[config.mk]
export PLATFORM = sky130hd
export DESIGN_NAME = mult_seq_ctrl
export DESIGN_NICKNAME = d
export VERILOG_FILES = /design/src/rtl/mult_seq_ctrl.sv
export SDC_FILE = /design/constraint.sdc
export NUM_CORES = 1
export LEC_CHECK = 0
export ABC_AREA = 1
export CAP_MARGIN = 20
export CORE_UTILIZATION = 44
export CTS_CLUSTER_DIAMETER = 80
export DETAILED_ROUTE_END_ITERATION = 10
export PLACE_DENSITY_LB_ADDON = 0.25
export SLEW_MARGIN = 20
export SYNTH_ARGS = -nofsm -noshare
export SYNTH_HDL_FRONTEND = slang
export SYNTH_SLANG_ARGS = --single-unit
[constraint.sdc]
create_clock -name clk -period 1.3 [get_ports clk]
set_input_delay 0.26 -clock clk [delete_from_list [all_inputs] [get_ports clk]]
set_output_delay 0.26 -clock clk [all_outputs]
set_load 0.01 [all_outputs]
[src/rtl/mult_seq_ctrl.sv]
// Sequencer for a fixed-latency sequential multiplier: queues operand pairs,
// strobes load/start, waits out the latency and hands each product downstream.
module mult_seq_ctrl #(
    parameter int WIDTH      = 4,
    parameter int LATENCY    = 8,
    parameter int FIFO_DEPTH = 2
) (
    input  logic               clk,
    input  logic               rst,
    input  logic               in_valid,
    output logic               in_ready,
    input  logic [WIDTH-1:0]   in_a,
    input  logic [WIDTH-1:0]   in_b,
    output logic [WIDTH-1:0]   mul_a,
    output logic [WIDTH-1:0]   mul_b,
    output logic               mul_enable,
    output logic               mul_start,
    input  logic [2*WIDTH-1:0] mul_out,
    output logic               res_valid,
    input  logic               res_ready,
    output logic [2*WIDTH-1:0] res_product,
    output logic               busy,
    output logic [7:0]         job_count
);
    localparam int AW = (FIFO_DEPTH > 1) ? $clog2(FIFO_DEPTH) : 1;
    localparam int CW = $clog2(FIFO_DEPTH + 1);
    localparam int LW = (LATENCY > 1) ? $clog2(LATENCY) : 1;

    typedef enum logic [2:0] {
        ST_IDLE,
        ST_LOAD,
        ST_START,
        ST_WAIT,
        ST_DONE
    } state_t;

    state_t state_reg, state_next;

    logic [2*WIDTH-1:0] fifo_mem [FIFO_DEPTH];
    logic [AW-1:0]      wr_ptr_reg, rd_ptr_reg;
    logic [CW-1:0]      count_reg;
    logic               fifo_full, fifo_empty;
    logic               push, pop;

    logic [WIDTH-1:0]   mul_a_reg, mul_b_reg;
    logic [LW-1:0]      cnt_reg;
    logic               res_valid_reg;
    logic [2*WIDTH-1:0] res_product_reg;
    logic [7:0]         job_count_reg;
    logic               capture, handoff;

    assign fifo_full  = (count_reg == CW'(FIFO_DEPTH));
    assign fifo_empty = (count_reg == '0);
    assign in_ready   = !fifo_full;
    assign push       = in_valid && !fifo_full;

    // Storage has no reset so it maps onto plain RAM; pointers carry the state.
    always_ff @(posedge clk) begin
        if (push) begin
            fifo_mem[wr_ptr_reg] <= {in_a, in_b};
        end
    end

    always_ff @(posedge clk) begin
        if (rst) begin
            wr_ptr_reg <= '0;
            rd_ptr_reg <= '0;
            count_reg  <= '0;
        end else begin
            if (push) begin
                wr_ptr_reg <= wr_ptr_reg + AW'(1);
            end
            if (pop) begin
                rd_ptr_reg <= rd_ptr_reg + AW'(1);
            end
            case ({push, pop})
                2'b10:   count_reg <= count_reg + CW'(1);
                2'b01:   count_reg <= count_reg - CW'(1);
                default: count_reg <= count_reg;
            endcase
        end
    end

    always_comb begin
        state_next = state_reg;
        pop        = 1'b0;
        mul_enable = 1'b0;
        mul_start  = 1'b0;
        capture    = 1'b0;
        handoff    = 1'b0;
        case (state_reg)
            ST_IDLE: begin
                if (!fifo_empty) begin
                    pop        = 1'b1;
                    state_next = ST_LOAD;
                end
            end
            ST_LOAD: begin
                mul_enable = 1'b1;
                state_next = ST_START;
            end
            ST_START: begin
                mul_start  = 1'b1;
                state_next = ST_WAIT;
            end
            ST_WAIT: begin
                if (cnt_reg == '0) begin
                    capture    = 1'b1;
                    state_next = ST_DONE;
                end
            end
            ST_DONE: begin
                if (res_ready) begin
                    handoff    = 1'b1;
                    state_next = ST_IDLE;
                end
            end
            default: state_next = ST_IDLE;
        endcase
    end

    always_ff @(posedge clk) begin
        if (rst) begin
            state_reg       <= ST_IDLE;
            mul_a_reg       <= '0;
            mul_b_reg       <= '0;
            cnt_reg         <= '0;
            res_valid_reg   <= 1'b0;
            res_product_reg <= '0;
            job_count_reg   <= '0;
        end else begin
            state_reg <= state_next;
            if (pop) begin
                {mul_a_reg, mul_b_reg} <= fifo_mem[rd_ptr_reg];
            end
            // Counter spans exactly LATENCY cycles of WAIT, including the capture cycle.
            if (state_reg == ST_START) begin
                cnt_reg <= LW'(LATENCY - 1);
            end else if (state_reg == ST_WAIT && cnt_reg != '0) begin
                cnt_reg <= cnt_reg - LW'(1);
            end
            if (capture) begin
                res_product_reg <= mul_out;
                res_valid_reg   <= 1'b1;
            end else if (handoff) begin
                res_valid_reg   <= 1'b0;
            end
            if (handoff) begin
                job_count_reg <= job_count_reg + 8'd1;
            end
        end
    end

    assign mul_a       = mul_a_reg;
    assign mul_b       = mul_b_reg;
    assign res_valid   = res_valid_reg;
    assign res_product = res_product_reg;
    assign busy        = (state_reg != ST_IDLE);
    assign job_count   = job_count_reg;

endmodule

* Yosys cells after proc, flatten, opt, wreduce, memory -nomap -nowiden
Memories as Yosys holds them, arrays and structs flattened. A register that Yosys moved wholly into a read port is not among the register bits. Index checks and enable logic that the tools add are counted.
Word-level totals: bits in latches 0, memories kept 1, word-level logic and storage cells 56, memory bits (writable) 16, memory bits (read-only) 0, input port bits 20, register bits after elaboration 27
Operators by class: order comparisons 0, add/subtract/negate cells 6, eq/ne operators 10, bitwise operators 0, div/mod/pow operators 0, shift operators 0, reductions and logical operators 12, mux-type cells 19, multipliers 0
Memory list:
- fifo_mem | words 2, bits a word 8, read ports 1, clocked after Yosys merged registers in 1, wr ports 1, line 39 | logic [2*WIDTH-1:0] fifo_mem [FIFO_DEPTH];
Operators with widths (number):
- 3-bit 2-to-1 mux | 5
- 3-bit one-hot mux with 5 select lines | 1
- 1-bit 2-to-1 mux | 12
- 8-bit by 1-bit adder with 8-bit output (second input constant) | 1
- 3-bit by 2-bit equality test with 1-bit output (second input constant) | 2
- 3-bit logical NOT | 2
- 2-bit != test (second input constant) | 3
- 2-bit nonzero test | 3
- 3-bit nonzero test | 2
- 2-bit equality test (second input constant) | 2
- 2-bit one-hot mux with 2 select lines | 1
- 3-bit by 1-bit equality test with 1-bit output (second input constant) | 1
- 3-bit equality test (second input constant) | 1
- 3-bit AND reduction | 1
- 3-bit by 1-bit subtractor with 3-bit output (second input constant) | 1
- 1-bit adder (second input constant) | 2
- 2-bit by 1-bit adder with 2-bit output (second input constant) | 1
- 2-bit by 1-bit equality test with 1-bit output (second input constant) | 1
- 1-bit logical AND | 2
- 2-bit logical NOT | 1
- 2-bit by 1-bit subtractor with 2-bit output (second input constant) | 1
- 1-bit logical NOT | 1

* Longest topological paths before layout
Gate-level depths: netlist of the first run.
depth in word-level cells 5, mapped depth 9, gate-level depth less buffers 9

* Least setup slack after synthesis of the first run
No wires, ideal clock.
path type register to register, start point register state_reg[2], end point register count_reg[1], arrival time 1.330 ns, stages on the path, launching flop included 9, path buffers 0, setup slack -0.146 ns, library setup time 0.116 ns, cells stage by stage dfxtp_1 > nor2_2 > nand3_2 > inv_2 > ha_1 > xor2_1 > nand2_1 > o21ai_0 > nor2_1
Between the ends: word-level cells in the longest chain between the ends 4, elaborated cells on any way between the ends 6, those cells by class 2 x eq/ne; 2 x mux; 2 x reduce/logical
Ends and longest elaborated chain:
- start: declaration | line 37 | state_t state_reg, state_next;
- start signal: assignment | line 132 | state_reg <= state_next;
- 3-bit logical NOT (*) | line 91 | case (state_reg)
- 1-bit 2-to-1 mux (*) | line 91
- named net pop | line 43 | logic push, pop;
- 2-bit by 1-bit equality test with 1-bit output / 2-bit equality test (equally long branches) | line 76 | case ({push, pop})
- 2-bit one-hot mux with 2 select lines / 2-bit nonzero test (equally long branches)
- end signal: assignment | line 77 | 2'b10: count_reg <= count_reg + CW'(1);
- end signal: assignment | line 78 | 2'b01: count_reg <= count_reg - CW'(1);
- end signal: assignment | line 79 | default: count_reg <= count_reg;
- end: declaration | line 41 | logic [CW-1:0] count_reg;
Mark *: on every way through the listed nets, which the timed path passes. The rest lies on a longest branch. A chain may end at the register's enable or synchronous reset.

* Final worst setup path of the first run
start point register state_reg[0], end point register count_reg[1]
The elaborated chain is that of the path after synthesis.

==> run_results.csv, run 1 <==
group,metric,value,unit
global_route,grt_pass1_vias,1628,
sta,setup_viol,3,
sta,rsz0062_at_grt,"yes",
critical_path,reg2regPathDepth,9,
placement,post-place-ws,-245,ps
clock_network,cts_buffers,5,
global_route,grtUsageTotal,17.7,%
global_route,grt_max_degree,17,
placement,portBuffers,48,
global_route,overflow,0,
die,die-area,0.00497,mm^2
route,vias,1792,
clock_network,clkSlewWorstSetupHoldPaths,90,ps
sta,worstMarginPinSlew,368,ps
route,drcViolationCount,12,
logic_synthesis,synth_area_per_cell,8.67,um^2
die,initial_core_util,46.4,%
logic_synthesis,ys_seq_elements,51,
placement,gp_congestion,0.721,
logic_synthesis,yosys.area.top_type_share,34.0,%
power_and_ir_drop,power.density,1900,mW/mm^2
critical_path,path_cells,"nor2_4 > buf_6 > nand3_4 > inv_4 > ha_4 > xor2_2 > nand2_1 > o21ai_1 > nor2_1",
finish,final_common_cell,"nand2_1",
placement,place_inst,350,
critical_path,worst-path-stages,9,
global_route,antenna_found_initial,0,
die,fp.dieH,70.5,um
clock_network,cts_sinks,51,
hold_path,min_path_cells,2,
die,io_pins,49,
sta,period_minus_slack,1400,ps
die,rows,24,
critical_path,cp_slowest_stage_delay,370,ps
critical_path,crit_slowest_cell,"dfxtp_4",
critical_path,crit_arrival,1610,ps
sta,fin_hold_ws,464,ps
status,violations,"DRC, setup timing",
finish,final_cell_mix,"67 x nand2_1, 27 x a21oi_1, 27 x dfxtp_1",
logic_synthesis,synth_cell_type_count,26,
global_route,grt_pass1_wl,6960,um
logic_synthesis,netlist_area,0.00206,mm^2
critical_path,required,1500,ps
placement,dp_hpwl,3050,um
finish,drive_gt1_share,24.2,%
logic_synthesis,synth_fp_nets,262,
critical_path,end_kind,"flop",
critical_path,critical_path_class,"flop to flop",
clock_network,root_buffer,"clkbuf_8",
route,dr.first_iter.drc_count,113,
die,design.core.area,0.00444,mm^2
critical_path,path_max_fanout,4,
finish,area_growth_syn_to_layout,45.0,%
clock_network,clockBufferDepth,2,
logic_synthesis,ys_top_cells_by_area,"dfxtp_1 34%, edfxtp_1 23%, nand2_1 13%",
logic_synthesis,ys.warnings.count,0,
route,wl_per_cell,11.9,um
power_and_ir_drop,power_leakage,1.30,nW
finish,fin_cells,366,
logic_synthesis,syn-instance-count,238,
logic_synthesis,seq_area_frac_synth,57.2,%
clock_network,cts_hold_buf,0,
sta,hold_viol,0,
logic_synthesis,yosysTopAreaCell,"dfxtp_1",
route,wirelength,4350,um
route,viasPerCell,4.90,
sta,skew,6.88,ps
finish,largest_reg_flops,16,
sta,post-route-period-util,108,%
status,outcome,"finished, violations left",
power_and_ir_drop,ir_worst_vdd,0.842,mV
finish,fin_util,67.3,%
clock_network,clock_latency,310,ps
clock_network,htree_levels,2,
route,firstDrtPassIters,7,
critical_path,start_kind,"flop",
critical_path,crit_family,"flip-flops",
die,die_w,70.5,um
sta,setup_ws,-104,ps
sta,max_freq,712,MHz
critical_path,cp_num_buf_inv,2,
power_and_ir_drop,power,0.00569,W
sta,maxSlewHeadroom,75.4,%
hold_path,hold_path.class,"flop to flop",
finish,n_antenna_cell,0,
clock_network,cts_tree,"yes",
finish,nets,337,
route,antenna_left,0,
sta,drv_slew,0,
job,cap_viol_max_count,0,
-- logic make-up after synthesis --
logic type / count (synthesis) / share of synthesized area [%]
buf+inv: 27 / 5.15
compound gates: 37 / 9.04
flops: 51 / 57.2
xor+xnor: 2 / 0.849
simple gates: 117 / 25.3
fa+ha+maj: 4 / 2.43
-- routing by layer --
layer  part of all wire [%]  track usage, %
met4                   0.69            4.08
met3                    5.4            5.05
met2                     49            31.4
met5                      0               0
met1                     45            21.0
-- stage by stage --
step	TNS (ps)	cell area (um^2)
2_1_floorplan	-73.1	2090
3_3_place_gp	-4010	2750
3_5_place_dp	-4560	2750
4_1_cts	-281	2870
5_1_grt	-744	2990
6_report	-133	2990
-- worst min-delay path, stage by stage (launching register included) --
cell and delay, ps:
dfxtp_1 320, nand2_1 60, a21oi_1 50
-- cells in the mapped netlist --
| cell | n |
|---|---|
| edfxtp_1 | 16 |
| nand3_4 | 1 |
| nor2_4 | 2 |
| nand2_1 | 72 |
| buf_4 | 1 |
| a21oi_1 | 29 |
| ha_1 | 4 |
| nor3_1 | 2 |
| nor2_2 | 2 |
| buf_2 | 1 |
| dfxtp_1 | 35 |
| clkinv_1 | 1 |
| a31oi_1 | 1 |
| o21ai_1 | 1 |
| xor2_1 | 2 |
| nand2_2 | 2 |
| inv_2 | 1 |
| nand4_1 | 1 |
| clkbuf_1 | 5 |
| nand3b_1 | 1 |
| nand3_1 | 17 |
| nor2_1 | 14 |
| o21ai_0 | 6 |
| nor3b_1 | 2 |
| nand3_2 | 1 |
| inv_1 | 18 |
-- path summary, 6_finish.rpt --
path	endpoint	from	slack (ps)
setup reg to reg	count_reg[1]$_SDFFE_PP0P_	state_reg[0]$_SDFFE_PP0P_	-100
hold reg to reg	res_product[3]$_SDFFE_PP0P_	res_product[3]$_SDFFE_PP0P_	460
hold / removal	res_product[3]$_SDFFE_PP0P_	res_product[3]$_SDFFE_PP0P_	460
setup / recovery	count_reg[1]$_SDFFE_PP0P_	state_reg[0]$_SDFFE_PP0P_	-100
-- layout make-up --
class | instances | area (um^2)
repair buffers | 74 | 664
multi-input cells | 161 | 878
flip-flops and latches | 51 | 1190
well taps | 52 | 65.1
clock buffers | 5 | 68.8
clock inverters | 3 | 43.8
inverters | 20 | 77.6
fillers | 346 | 1450
-- repair_timing --
item / in CTS / in global routing
resized for setup: 51 / 26
gates cloned: 0 / 1
buffers inserted: 4 / 5
endpoints found under the setup margin: 38 / 44
pin swaps: 3 / 10
-- power by group --
part           internal, W  switching (W)  total, W
Clock             0.000572       0.000528   0.00110
Sequential         0.00196       0.000162   0.00212
Combinational      0.00116        0.00131   0.00247
Total              0.00369        0.00200   0.00569
(Power assumes the default switching activity.)
==> inputs of run 2 (changes only) <==
--- a/config.mk
+++ b/config.mk
@@ -11,6 +11,7 @@
 export CTS_CLUSTER_DIAMETER = 80
 export DETAILED_ROUTE_END_ITERATION = 10
 export PLACE_DENSITY_LB_ADDON = 0.25
+export SETUP_SLACK_MARGIN = 0.5
 export SLEW_MARGIN = 20
 export SYNTH_ARGS = -nofsm -noshare
 export SYNTH_HDL_FRONTEND = slang
==> run 2 against run 1 <==
The flow still finishes with violations (DRC, setup timing). Largest cell class unchanged. Sequential power is 5% higher. Critical path type unchanged. Non-clock buffer count is 31 higher. Count of clock-buffer cells in the layout stayed put.
==> run_results.csv, run 2 (synthesized netlist as in run 1, its figures left out) <==
group,metric,value,unit
sta,drv_slew,0,
critical_path,crit_top_cell,"nand2_4",
placement,portBuffers,48,
route,wirelength,6830,um
placement,place_inst,348,
global_route,grt_max_degree,20,
clock_network,htree_levels,2,
clock_network,clock_latency,310,ps
hold_path,worstHoldEndpoint,"wr_ptr_reg$_SDFFE_PP0N_",
sta,tns,-947,ps
critical_path,r2r_slack,-100,ps
hold_path,hold_path.class,"primary input to flop",
power_and_ir_drop,power.density,1890,mW/mm^2
critical_path,start_kind,"flop",
critical_path,reg2regPathDepth,8,
global_route,grtUsageTotal,21.1,%
finish,final_common_cell,"nand2_1",
die,die-area,0.00497,mm^2
clock_network,clkSlewWorstSetupHoldPaths,110,ps
finish,drive_gt1_share,57.5,%
die,die_w,70.5,um
die,rows,24,
clock_network,cts_sinks,51,
power_and_ir_drop,clockPowerShare,14.1,%
route,wl_per_cell,17.2,um
power_and_ir_drop,p_seq_share,30.8,%
power_and_ir_drop,ir_worst_vdd,1.58,mV
power_and_ir_drop,pwr-share-comb,55.1,%
critical_path,required,1540,ps
finish,largest_reg_flops,16,
power_and_ir_drop,netSwitchingPower,0.00283,W
power_and_ir_drop,switching_share,39.3,%
sta,skew,12.9,ps
sta,rsz0062_at_grt,"yes",
finish,design_area,0.00380,mm^2
clock_network,cts_tree,"yes",
die,fp.dieH,70.5,um
route,drcViolationCount,12,
sta,max_freq,713,MHz
sta,setup_ws,-102,ps
die,initial_core_util,46.4,%
finish,fillCellCount,233,
critical_path,path_max_fanout,6,
route,vias,2098,
die,design.core.area,0.00444,mm^2
placement,gp_congestion,0.733,
sta,worstMarginPinSlew,372,ps
critical_path,reg2reg_from,"state_reg[1]$_SDFFE_PP0P_",
finish,seq_area,0.00123,mm^2
critical_path,crit_slowest_cell,"dfxtp_4",
global_route,grt_pass1_wl,8200,um
status,violations,"DRC, setup timing",
job,cap_viol_max_count,0,
critical_path,crit_arrival,1640,ps
sta,setup_viol,26,
global_route,overflow,0,
critical_path,end_kind,"flop",
sta,maxSlewHeadroom,75.2,%
placement,dp_hpwl,2980,um
finish,fin_util,85.6,%
hold_path,min_path_cells,3,
route,dr.first_iter.drc_count,135,
hold_path,min_from,"in_valid",
clock_network,cts_hold_buf,0,
finish,n_antenna_cell,0,
global_route,grt_pass1_vias,1945,
sta,post-route-period-util,108,%
placement,post-place-ws,-258,ps
finish,area_growth_syn_to_layout,84.3,%
clock_network,cts_buffers,5,
finish,final_cell_mix,"54 x nand2_1, 41 x buf_6, 36 x buf_4",
clock_network,root_buffer,"clkbuf_8",
status,outcome,"finished, violations left",
finish,multi_input_area,0.00120,mm^2
global_route,antenna_found_initial,0,
power_and_ir_drop,p_int,0.00437,W
route,viasPerCell,5.27,
route,antenna_left,0,
finish,nets,369,
power_and_ir_drop,power_leakage,1.52,nW
critical_path,path_cells,"buf_6 > nand2_4 > nor2_4 > buf_12 > nand2_8 > nand2_4 > nand2_1 > a21oi_1",
critical_path,critical_path_class,"flop to flop",
clock_network,clockBufferDepth,2,
finish,fin_cells,398,
placement,detailed_place.area,0.00289,mm^2
sta,hold_viol,0,
critical_path,cp_slowest_stage_delay,400,ps
die,io_pins,49,
sta,period_minus_slack,1400,ps
route,firstDrtPassIters,8,
critical_path,r2r-end,"cnt_reg[1]$_SDFFE_PP0P_",
[run 2: layout make-up]
type                       instances  share of cell area, %
timing repair buffer             105                   29.5
clock inverter                     3                  0.757
multi-input combinational        162                   31.6
clock buffer                       5                   1.81
tap                               52                   1.71
inverter                          20                   2.24
sequential                        51                   32.4
[run 2: critical path: cells and delay by family (launching register included)]
kind | cells | cell delay [ps]
simple gates | 5 | 480
compound gates | 1 | 160
flops | 1 | 400
buf+inv | 2 | 280
[run 2: worst max path at each step]
stage / end / startpoint / depth (start not counted)
detailed placement: count_reg[1]$_SDFFE_PP0P_ / in_valid / 7
CTS: count_reg[1]$_SDFFE_PP0P_ / state_reg[0]$_SDFFE_PP0P_ / 9
global placement: count_reg[1]$_SDFFE_PP0P_ / in_valid / 7
global route: count_reg[1]$_SDFFE_PP0P_ / state_reg[2]$_SDFFE_PP0P_ / 9
floorplan: count_reg[1]$_SDFFE_PP0P_ / state_reg[2]$_SDFFE_PP0P_ / 8
finish: cnt_reg[1]$_SDFFE_PP0P_ / state_reg[1]$_SDFFE_PP0P_ / 8
[run 2: repair_timing]
action | in CTS | in global routing
setup endpoints to repair | 80 | 80
pin swaps | 17 | 24
endpoints found under the hold margin | 0 | 0
gates cloned | 4 | 1
setup buffers | 24 | 13
resized for setup | 188 | 57
[run 2: power groups by stage]
stage,combinational (W),sequential [W],clock [W]
after CTS,0.00319,0.00217,0.00101
after global routing,0.00422,0.00224,0.00108
after detailed placement,0.00244,0.00216,0
final,0.00396,0.00222,0.00102
after floorplan,0.00154,0.00221,0
after global placement,0.00238,0.00215,0
[run 2: metrics by stage]
step,power (W),hold slack (ps)
5_1_grt,0.00754,430
3_5_place_dp,0.00459,452
2_1_floorplan,0.00375,359
6_report,0.00720,399
4_1_cts,0.00637,473
3_3_place_gp,0.00453,446
[run 2: metal layers]
metal	GRT usage (%)	vias up	wire length [um]
met4	7.03	0	243
li1	-	1002	-
met2	40.6	74	3780
met3	5.77	23	348
met1	21.8	999	2460
met5	0	-	0
